**src/rtl/conf_int_pkg.sv**
```systemverilog
// conf_int_pkg: shared types and constants for the conf_int dot-product
// sequencer.
//   state_e      - sequencer FSM states
//   DRAIN_CYCLES - cycles from the final accept to result capture
//                  (MAC a/b register stage + accumulator stage + capture)
package conf_int_pkg;

    typedef enum logic [2:0] {
        IDLE   = 3'd0,
        CLEAR  = 3'd1,
        STREAM = 3'd2,
        DRAIN  = 3'd3,
        HOLD   = 3'd4
    } state_e;

    localparam int DRAIN_CYCLES = 3;
    localparam int DRN_W        = 2;

endpackage

```
**src/rtl/conf_int_dot_seq_if.sv**
```systemverilog
// conf_int_dot_seq_if: operand, MAC-side and result signals of the dot-product
// sequencer, grouped into a single bundle.
//   slave  modport - the sequencer (consumes operands, drives the MAC, emits results)
//   master modport - the environment (operand source, MAC, result sink)
// Signals:
//   in_valid/in_ready/in_a/in_b/approx_mode  operand pair handshake
//   mac_racc_n/mac_rapx_n/mac_a/mac_b/mac_d  MAC connection
//   res_valid/res_ready/res_data/res_approx  result handshake
//   stall_cnt                                bubble-cycle counter
interface conf_int_dot_seq_if #(
    parameter int DW = 16
);
    logic          in_valid;
    logic          in_ready;
    logic [DW-1:0] in_a;
    logic [DW-1:0] in_b;
    logic          approx_mode;
    logic          mac_racc_n;
    logic          mac_rapx_n;
    logic [DW-1:0] mac_a;
    logic [DW-1:0] mac_b;
    logic [DW-1:0] mac_d;
    logic          res_valid;
    logic          res_ready;
    logic [DW-1:0] res_data;
    logic          res_approx;
    logic [15:0]   stall_cnt;

    modport slave (
        input  in_valid, in_a, in_b, approx_mode, mac_d, res_ready,
        output in_ready, mac_racc_n, mac_rapx_n, mac_a, mac_b,
               res_valid, res_data, res_approx, stall_cnt
    );

    modport master (
        output in_valid, in_a, in_b, approx_mode, mac_d, res_ready,
        input  in_ready, mac_racc_n, mac_rapx_n, mac_a, mac_b,
               res_valid, res_data, res_approx, stall_cnt
    );

endinterface

```
**src/rtl/conf_int_sat_cnt.sv**
```systemverilog
// conf_int_sat_cnt: saturating up-counter with synchronous clear and enable.
// Ports:
//   clk    - clock, rising edge
//   rst    - asynchronous active-high reset (count -> 0)
//   clr_i  - synchronous clear, wins over en_i
//   en_i   - increment by one unless already at all-ones
//   cnt_o  - current count
module conf_int_sat_cnt #(
    parameter int W = 16
) (
    input  logic         clk,
    input  logic         rst,
    input  logic         clr_i,
    input  logic         en_i,
    output logic [W-1:0] cnt_o
);

    logic [W-1:0] cnt_q;

    always_ff @(posedge clk or posedge rst) begin
        if (rst) begin
            cnt_q <= '0;
        end else if (clr_i) begin
            cnt_q <= '0;
        end else if (en_i && (cnt_q != {W{1'b1}})) begin
            cnt_q <= cnt_q + W'(1);
        end
    end

    assign cnt_o = cnt_q;

endmodule

```
**src/rtl/conf_int_dot_seq.sv**
```systemverilog
// conf_int_dot_seq: operand sequencer feeding the conf_int MAC.
// Clears the MAC accumulator at each vector start, streams VEC_LEN a/b pairs
// (zero bubbles while the source stalls), waits out the MAC pipeline and
// captures its d output as one result.  Approximate vectors hold mac_rapx_n
// low so the MAC zeroes its low slice.
// Ports:
//   clk, rst  - clock and asynchronous active-high reset
//   bus       - conf_int_dot_seq_if.slave (operands, MAC, result, stall_cnt)
// Optional build macro CONF_INT_DOT_SEQ_STALL_CNT_EN: when defined, stall_cnt
// counts STREAM bubble cycles (saturating); otherwise it is tied to zero.
// The bus interface DW must equal DATA_PATH_BITWIDTH.
module conf_int_dot_seq
    import conf_int_pkg::*;
#(
    parameter int OP_BITWIDTH        = 12,
    parameter int DATA_PATH_BITWIDTH = 16,
    parameter int VEC_LEN            = 4,
    parameter int CNT_W              = $clog2(VEC_LEN + 1)
) (
    input  logic              clk,
    input  logic              rst,
    conf_int_dot_seq_if.slave bus
);

    localparam int DW = DATA_PATH_BITWIDTH;
    localparam logic [CNT_W-1:0] LAST_PAIR = CNT_W'(VEC_LEN - 1);
    localparam logic [DRN_W-1:0] LAST_DRN  = DRN_W'(DRAIN_CYCLES - 1);

    if ((VEC_LEN < 1) ||
        (2 * (DATA_PATH_BITWIDTH - OP_BITWIDTH) >= DATA_PATH_BITWIDTH)) begin : g_bad_cfg
        $error("conf_int_dot_seq: illegal VEC_LEN / OP_BITWIDTH configuration");
    end

    state_e           state_q;
    logic             in_ready_q;
    logic             racc_n_q;
    logic             rapx_n_q;
    logic [DW-1:0]    mac_a_q;
    logic [DW-1:0]    mac_b_q;
    logic             res_valid_q;
    logic [DW-1:0]    res_data_q;
    logic             res_approx_q;
    logic             apx_q;
    logic [DRN_W-1:0] drn_q;
    logic [CNT_W-1:0] cnt_q;

    logic acc;
    logic last_acc;
    logic bubble;

    // in_ready_q is only ever high in STREAM, so this is the accept strobe.
    assign acc      = bus.in_valid & in_ready_q;
    assign last_acc = acc & (cnt_q == LAST_PAIR);
    assign bubble   = (state_q == STREAM) & ~acc;

    conf_int_sat_cnt #(.W(CNT_W)) u_pair_cnt (
        .clk   (clk),
        .rst   (rst),
        .clr_i (last_acc),
        .en_i  (acc),
        .cnt_o (cnt_q)
    );

    always_ff @(posedge clk or posedge rst) begin
        if (rst) begin
            state_q      <= IDLE;
            in_ready_q   <= 1'b0;
            racc_n_q     <= 1'b0;
            rapx_n_q     <= 1'b0;
            mac_a_q      <= '0;
            mac_b_q      <= '0;
            res_valid_q  <= 1'b0;
            res_data_q   <= '0;
            res_approx_q <= 1'b0;
            apx_q        <= 1'b0;
            drn_q        <= '0;
        end else begin
            case (state_q)
                IDLE: begin
                    in_ready_q <= 1'b0;
                    mac_a_q    <= '0;
                    mac_b_q    <= '0;
                    if (bus.in_valid) begin
                        // Clear lines drop on this edge so they are low for
                        // exactly the CLEAR cycle; the pair stays pending.
                        apx_q    <= bus.approx_mode;
                        racc_n_q <= 1'b0;
                        rapx_n_q <= 1'b0;
                        state_q  <= CLEAR;
                    end else begin
                        racc_n_q <= 1'b1;
                        rapx_n_q <= 1'b1;
                    end
                end
                CLEAR: begin
                    racc_n_q   <= 1'b1;
                    rapx_n_q   <= ~apx_q;
                    in_ready_q <= 1'b1;
                    state_q    <= STREAM;
                end
                STREAM: begin
                    // A stalled cycle feeds 0*0 so the accumulator holds.
                    mac_a_q <= acc ? bus.in_a : '0;
                    mac_b_q <= acc ? bus.in_b : '0;
                    if (last_acc) begin
                        in_ready_q <= 1'b0;
                        drn_q      <= '0;
                        state_q    <= DRAIN;
                    end
                end
                DRAIN: begin
                    mac_a_q <= '0;
                    mac_b_q <= '0;
                    if (drn_q == LAST_DRN) begin
                        res_data_q   <= bus.mac_d;
                        res_approx_q <= apx_q;
                        res_valid_q  <= 1'b1;
                        state_q      <= HOLD;
                    end else begin
                        drn_q <= drn_q + DRN_W'(1);
                    end
                end
                HOLD: begin
                    if (bus.res_ready) begin
                        res_valid_q <= 1'b0;
                        rapx_n_q    <= 1'b1;
                        state_q     <= IDLE;
                    end
                end
                default: state_q <= IDLE;
            endcase
        end
    end

`ifdef CONF_INT_DOT_SEQ_STALL_CNT_EN
    conf_int_sat_cnt #(.W(16)) u_stall_cnt (
        .clk   (clk),
        .rst   (rst),
        .clr_i (1'b0),
        .en_i  (bubble),
        .cnt_o (bus.stall_cnt)
    );
`else
    assign bus.stall_cnt = 16'h0000;
    logic unused_bubble;
    assign unused_bubble = bubble;
`endif

    assign bus.in_ready   = in_ready_q;
    assign bus.mac_racc_n = racc_n_q;
    assign bus.mac_rapx_n = rapx_n_q;
    assign bus.mac_a      = mac_a_q;
    assign bus.mac_b      = mac_b_q;
    assign bus.res_valid  = res_valid_q;
    assign bus.res_data   = res_data_q;
    assign bus.res_approx = res_approx_q;

endmodule

```
**src/flat_wrapper.sv**
```systemverilog
// flat-port wrapper written by rule: the top's interface ports become plain ports
module conf_int_dot_seq_flat import conf_int_pkg::*;
#(
    parameter int OP_BITWIDTH        = 12,
    parameter int DATA_PATH_BITWIDTH = 16,
    parameter int VEC_LEN            = 4,
    parameter int CNT_W              = $clog2(VEC_LEN + 1)
)
  (clk, rst, bus_in_valid, bus_in_a, bus_in_b, bus_approx_mode, bus_mac_d, bus_res_ready, bus_in_ready, bus_mac_racc_n, bus_mac_rapx_n, bus_mac_a, bus_mac_b, bus_res_valid, bus_res_data, bus_res_approx, bus_stall_cnt);
  conf_int_dot_seq_if #(.DW(16)) bus_i ();
  input  logic clk;
  input  logic rst;
  input wire logic [$bits(bus_i.in_valid)-1:0] bus_in_valid;
  input wire logic [$bits(bus_i.in_a)-1:0] bus_in_a;
  input wire logic [$bits(bus_i.in_b)-1:0] bus_in_b;
  input wire logic [$bits(bus_i.approx_mode)-1:0] bus_approx_mode;
  input wire logic [$bits(bus_i.mac_d)-1:0] bus_mac_d;
  input wire logic [$bits(bus_i.res_ready)-1:0] bus_res_ready;
  output wire logic [$bits(bus_i.in_ready)-1:0] bus_in_ready;
  output wire logic [$bits(bus_i.mac_racc_n)-1:0] bus_mac_racc_n;
  output wire logic [$bits(bus_i.mac_rapx_n)-1:0] bus_mac_rapx_n;
  output wire logic [$bits(bus_i.mac_a)-1:0] bus_mac_a;
  output wire logic [$bits(bus_i.mac_b)-1:0] bus_mac_b;
  output wire logic [$bits(bus_i.res_valid)-1:0] bus_res_valid;
  output wire logic [$bits(bus_i.res_data)-1:0] bus_res_data;
  output wire logic [$bits(bus_i.res_approx)-1:0] bus_res_approx;
  output wire logic [$bits(bus_i.stall_cnt)-1:0] bus_stall_cnt;
  assign bus_i.in_valid = bus_in_valid;
  assign bus_i.in_a = bus_in_a;
  assign bus_i.in_b = bus_in_b;
  assign bus_i.approx_mode = bus_approx_mode;
  assign bus_i.mac_d = bus_mac_d;
  assign bus_i.res_ready = bus_res_ready;
  assign bus_in_ready = bus_i.in_ready;
  assign bus_mac_racc_n = bus_i.mac_racc_n;
  assign bus_mac_rapx_n = bus_i.mac_rapx_n;
  assign bus_mac_a = bus_i.mac_a;
  assign bus_mac_b = bus_i.mac_b;
  assign bus_res_valid = bus_i.res_valid;
  assign bus_res_data = bus_i.res_data;
  assign bus_res_approx = bus_i.res_approx;
  assign bus_stall_cnt = bus_i.stall_cnt;
  conf_int_dot_seq #(.OP_BITWIDTH(OP_BITWIDTH), .DATA_PATH_BITWIDTH(DATA_PATH_BITWIDTH), .VEC_LEN(VEC_LEN), .CNT_W(CNT_W)) u_core (.clk(clk), .rst(rst), .bus(bus_i));
endmodule
```
**config.mk**
```make
export PLATFORM = sky130hd
export DESIGN_NAME = conf_int_dot_seq_flat
export DESIGN_NICKNAME = d
export VERILOG_FILES = /design/src/rtl/conf_int_pkg.sv /design/src/rtl/conf_int_dot_seq_if.sv /design/src/rtl/conf_int_sat_cnt.sv /design/src/rtl/conf_int_dot_seq.sv /design/src/flat_wrapper.sv
export SDC_FILE = /design/constraint.sdc
export NUM_CORES = 1
export LEC_CHECK = 0
export BUFFER_PORTS_ARGS = -buffer_cell sky130_fd_sc_hd__buf_2
export CORE_MARGIN = 5
export CORE_UTILIZATION = 42
export CTS_CLUSTER_SIZE = 16
export DETAILED_ROUTE_END_ITERATION = 8
export PLACE_DENSITY_LB_ADDON = 0.12
export REMOVE_ABC_BUFFERS = 1
export SYNTH_ARGS = -nofsm -noshare
export SYNTH_HDL_FRONTEND = slang
export SYNTH_SLANG_ARGS = --single-unit
```
**constraint.sdc**
```tcl
create_clock -name clk -period 1.8 [get_ports clk]
set_input_delay 0.27 -clock clk [delete_from_list [all_inputs] [get_ports clk]]
set_output_delay 0.27 -clock clk [all_outputs]
set_load 0.03 [all_outputs]
```
==> flow_summary.yaml <==
synthesis:
  synth_commonest_cells: "62 x dfrtp_1, 30 x a22o_1, 17 x buf_4, 9 x mux2_2, 9 x mux2_4"
  yosys_most_used_dff: "dfrtp_1"
  yosysSeqAreaShare: 0.593
  yosysMostFrequentCell: "dfrtp_1"
  synth_area_leaders: "dfrtp_1 59%, a22o_1 10%, mux2_4 5.2%"
  synth_area_um2: 2620
  ys_ff_latch: 62
  synth_area_leader_cell: "dfrtp_1"
  ys_async_sr_fraction: 1.00
  yosysTopAreaCellShare: 0.593
  syn_area_per_cell_um2: 14.0
  yosysWarnings: 0
  postSynthCellCount: 187
  ys_types: 36
  synth_edf_count: 0
grt:
  grt_usage: 0.149
  grt_first_pass_wirelength_um: 8910
  grt_pass1_vias: 1875
  grt_max_degree: 63
  antenna_found_initial: 0
  overflow: 0
drt:
  ant_nets: 0
  wirelength_um: 5830
  vias: 1854
  wl_per_cell_um: 15.5
  firstDrtPassIters: 4
  drt_iter0_markers: 59
  vias_per_cell: 4.92
  drc: 0
setup_path:
  cp.arrival_ns: 1.83
  critPathLaunchType: "flop"
  required_ns: 2.02
  cp_slowest_cell: "dfrtp_1"
  crit_path_max_incr_delay_ns: 0.40
  critPathKind: "flop to flop"
  worstPathMaxFanout: 18
  end_kind: "flop"
  worstPathCellList: "inv_1 -> ha_1 -> nand3_4 -> mux2_4"
clocking:
  cts-resized-gates: 0
  h-tree-depth: 3
  cts_tree: "done"
  clockRootBuffer: "clkbuf_8"
  path_clk_slew_ns: 0.07
  ctsLongestPathBuffers: 2
  cts_buffers: 9
  clkSinkCount: 62
  hold_buffers: 1
  clkLatencyLatePin_ns: 0.33
  postCtsSetupBuffers: 0
timing:
  max_clock_freq_ghz: 0.619
  min_period_ns: 1.61
  timing.final.crit_share: 0.897
  setup_violations: 0
  maxSlewViolCount: 0
  fin_skew_ns: 0.00965
  rsz0062_at_grt: "no"
  final_hold_viol_count: 0
die:
  core.rowCount: 28
  ios: 122
  die_h_um: 88.9
  coreArea_um2: 5990
  start_util: 0.437
  die_area_um2: 7900
  dieWidth_um: 88.9
pwr:
  power.total_mw: 6.41
  powerDensity_nw_per_um2: 1890
  max-vdd-ir-drop_uv: 985
  leakage_nw: 1.84
layout:
  fin_util: 0.567
  syn_to_final_growth_pct: 30.0
  num_antenna_cells: 0
  final_layout_size_suffix_gt1_frac: 0.510
  nNetsFinal: 352
placed_design:
  dp_hpwl_um: 4250
  gp_congestion: 0.710
  port_buffers: 105
hold_path:
  worstHoldPathType: "primary input to flop"
flow_run:
  maxCapViolCount: 0
outcome:
  status: "complete, no violations"
==> metrics by stage <==
stage,setup TNS (ns),hold slack [ns],cell area [um2],cells,setup slack (ns)
final,0,0.145,3400,377,0.185
after global placement,0,0.361,3120,360,0.199
after detailed placement,0,0.362,3120,360,0.176
after global routing,0,0.137,3400,377,0.0185
after CTS,0,0.119,3400,377,0.172
after floorplan,-9.30,0.354,2440,174,-0.289
==> final cells by class <==
| class | instances | area (um2) |
|---|---|---|
| well taps | 75 | 93.8 |
| repair buffers | 112 | 593 |
| clock inverters | 6 | 133 |
| clock buffers | 10 | 138 |
| fillers | 521 | 2590 |
| inverters | 6 | 22.5 |
| flip-flops and latches | 62 | 1550 |
| multi-input cells | 106 | 868 |
==> per-layer routing <==
layer,share of wire,track usage
met5,0,0
met2,0.49,0.237
met1,0.40,0.181
met3,0.093,0.0433
met4,0.024,0.0824
==> report_power, final <==
| group | switching (mW) | internal [mW] |
|---|---|---|
| Sequential | 0.270 | 1.87 |
| Clock | 0.533 | 1.10 |
| Combinational | 1.67 | 0.976 |
==> placed cells by master, fill, tap and decap left out, types with 2 or more instances in the layout <==
master / count
a21oi_1: 3
a22o_1: 30
a22o_2: 2
a31oi_1: 3
buf_2: 105
buf_4: 5
bufinv_16: 4
clkbuf_8: 10
conb_1: 16
dfrtp_1: 62
ha_1: 2
inv_1: 4
inv_2: 2
mux2_2: 9
mux2_4: 9
nand2_1: 3
nor2_1: 4
o21ai_0: 5
o2bb2ai_1: 2
o31ai_1: 3
==> kinds of logic after synthesis <==
kind of cell               synth area share
adders and majority gates           0.00957
and+or+nand+nor                      0.0388
muxes                                0.0904
buffers and inverters                0.0976
AOI/OAI and AO/OA                     0.169
other                               0.00143
DFF                                   0.593
==> registers in the layout (all words and copies together), names as in the netlist <==
register	cells
u_core.u_pair_cnt.cnt_o	3
u_core.state_q	3
u_core.bus.mac_b	16
u_core.bus.mac_rapx_n	1
u_core.apx_q	1
u_core.bus.res_approx	1
u_core.drn_q	2
u_core.bus.res_valid	1
u_core.bus.mac_a	16
u_core.bus.mac_racc_n	1
u_core.bus.res_data	16
u_core.bus.in_ready	1
==> critical path: cells and delay by family (launching register included) <==
kind	cells	cell delay [ns]
multiplexers	1	0.39
AND/OR/NAND/NOR	1	0.32
flip-flops	1	0.40
adder cells (fa/ha/maj)	1	0.32
buffers and inverters	1	0.07
==> worst paths after layout <==
check / depth (start not counted) / slack (ns) / startpoint / to
min in group asynchronous: 4 / 0.54 / rst / u_core.bus.res_data[6]$_DFFE_PP0P_
hold / removal: 2 / 0.14 / bus_res_ready / u_core.state_q[2]$_DFFE_PP0P_
setup / recovery: 4 / 0.19 / u_core.drn_q[0]$_DFFE_PP0P_ / u_core.bus.res_data[8]$_DFFE_PP0P_
hold reg to reg: 0 / 0.39 / u_core.u_pair_cnt.cnt_o[2]$_DFFE_PP0P_ / u_core.u_pair_cnt.cnt_o[2]$_DFFE_PP0P_
setup reg to reg: 4 / 0.19 / u_core.drn_q[0]$_DFFE_PP0P_ / u_core.bus.res_data[8]$_DFFE_PP0P_
max in group asynchronous: 4 / 1.00 / rst / u_core.bus.mac_b[12]$_DFFE_PP0P_
Power figures use the tool's default switching activity.
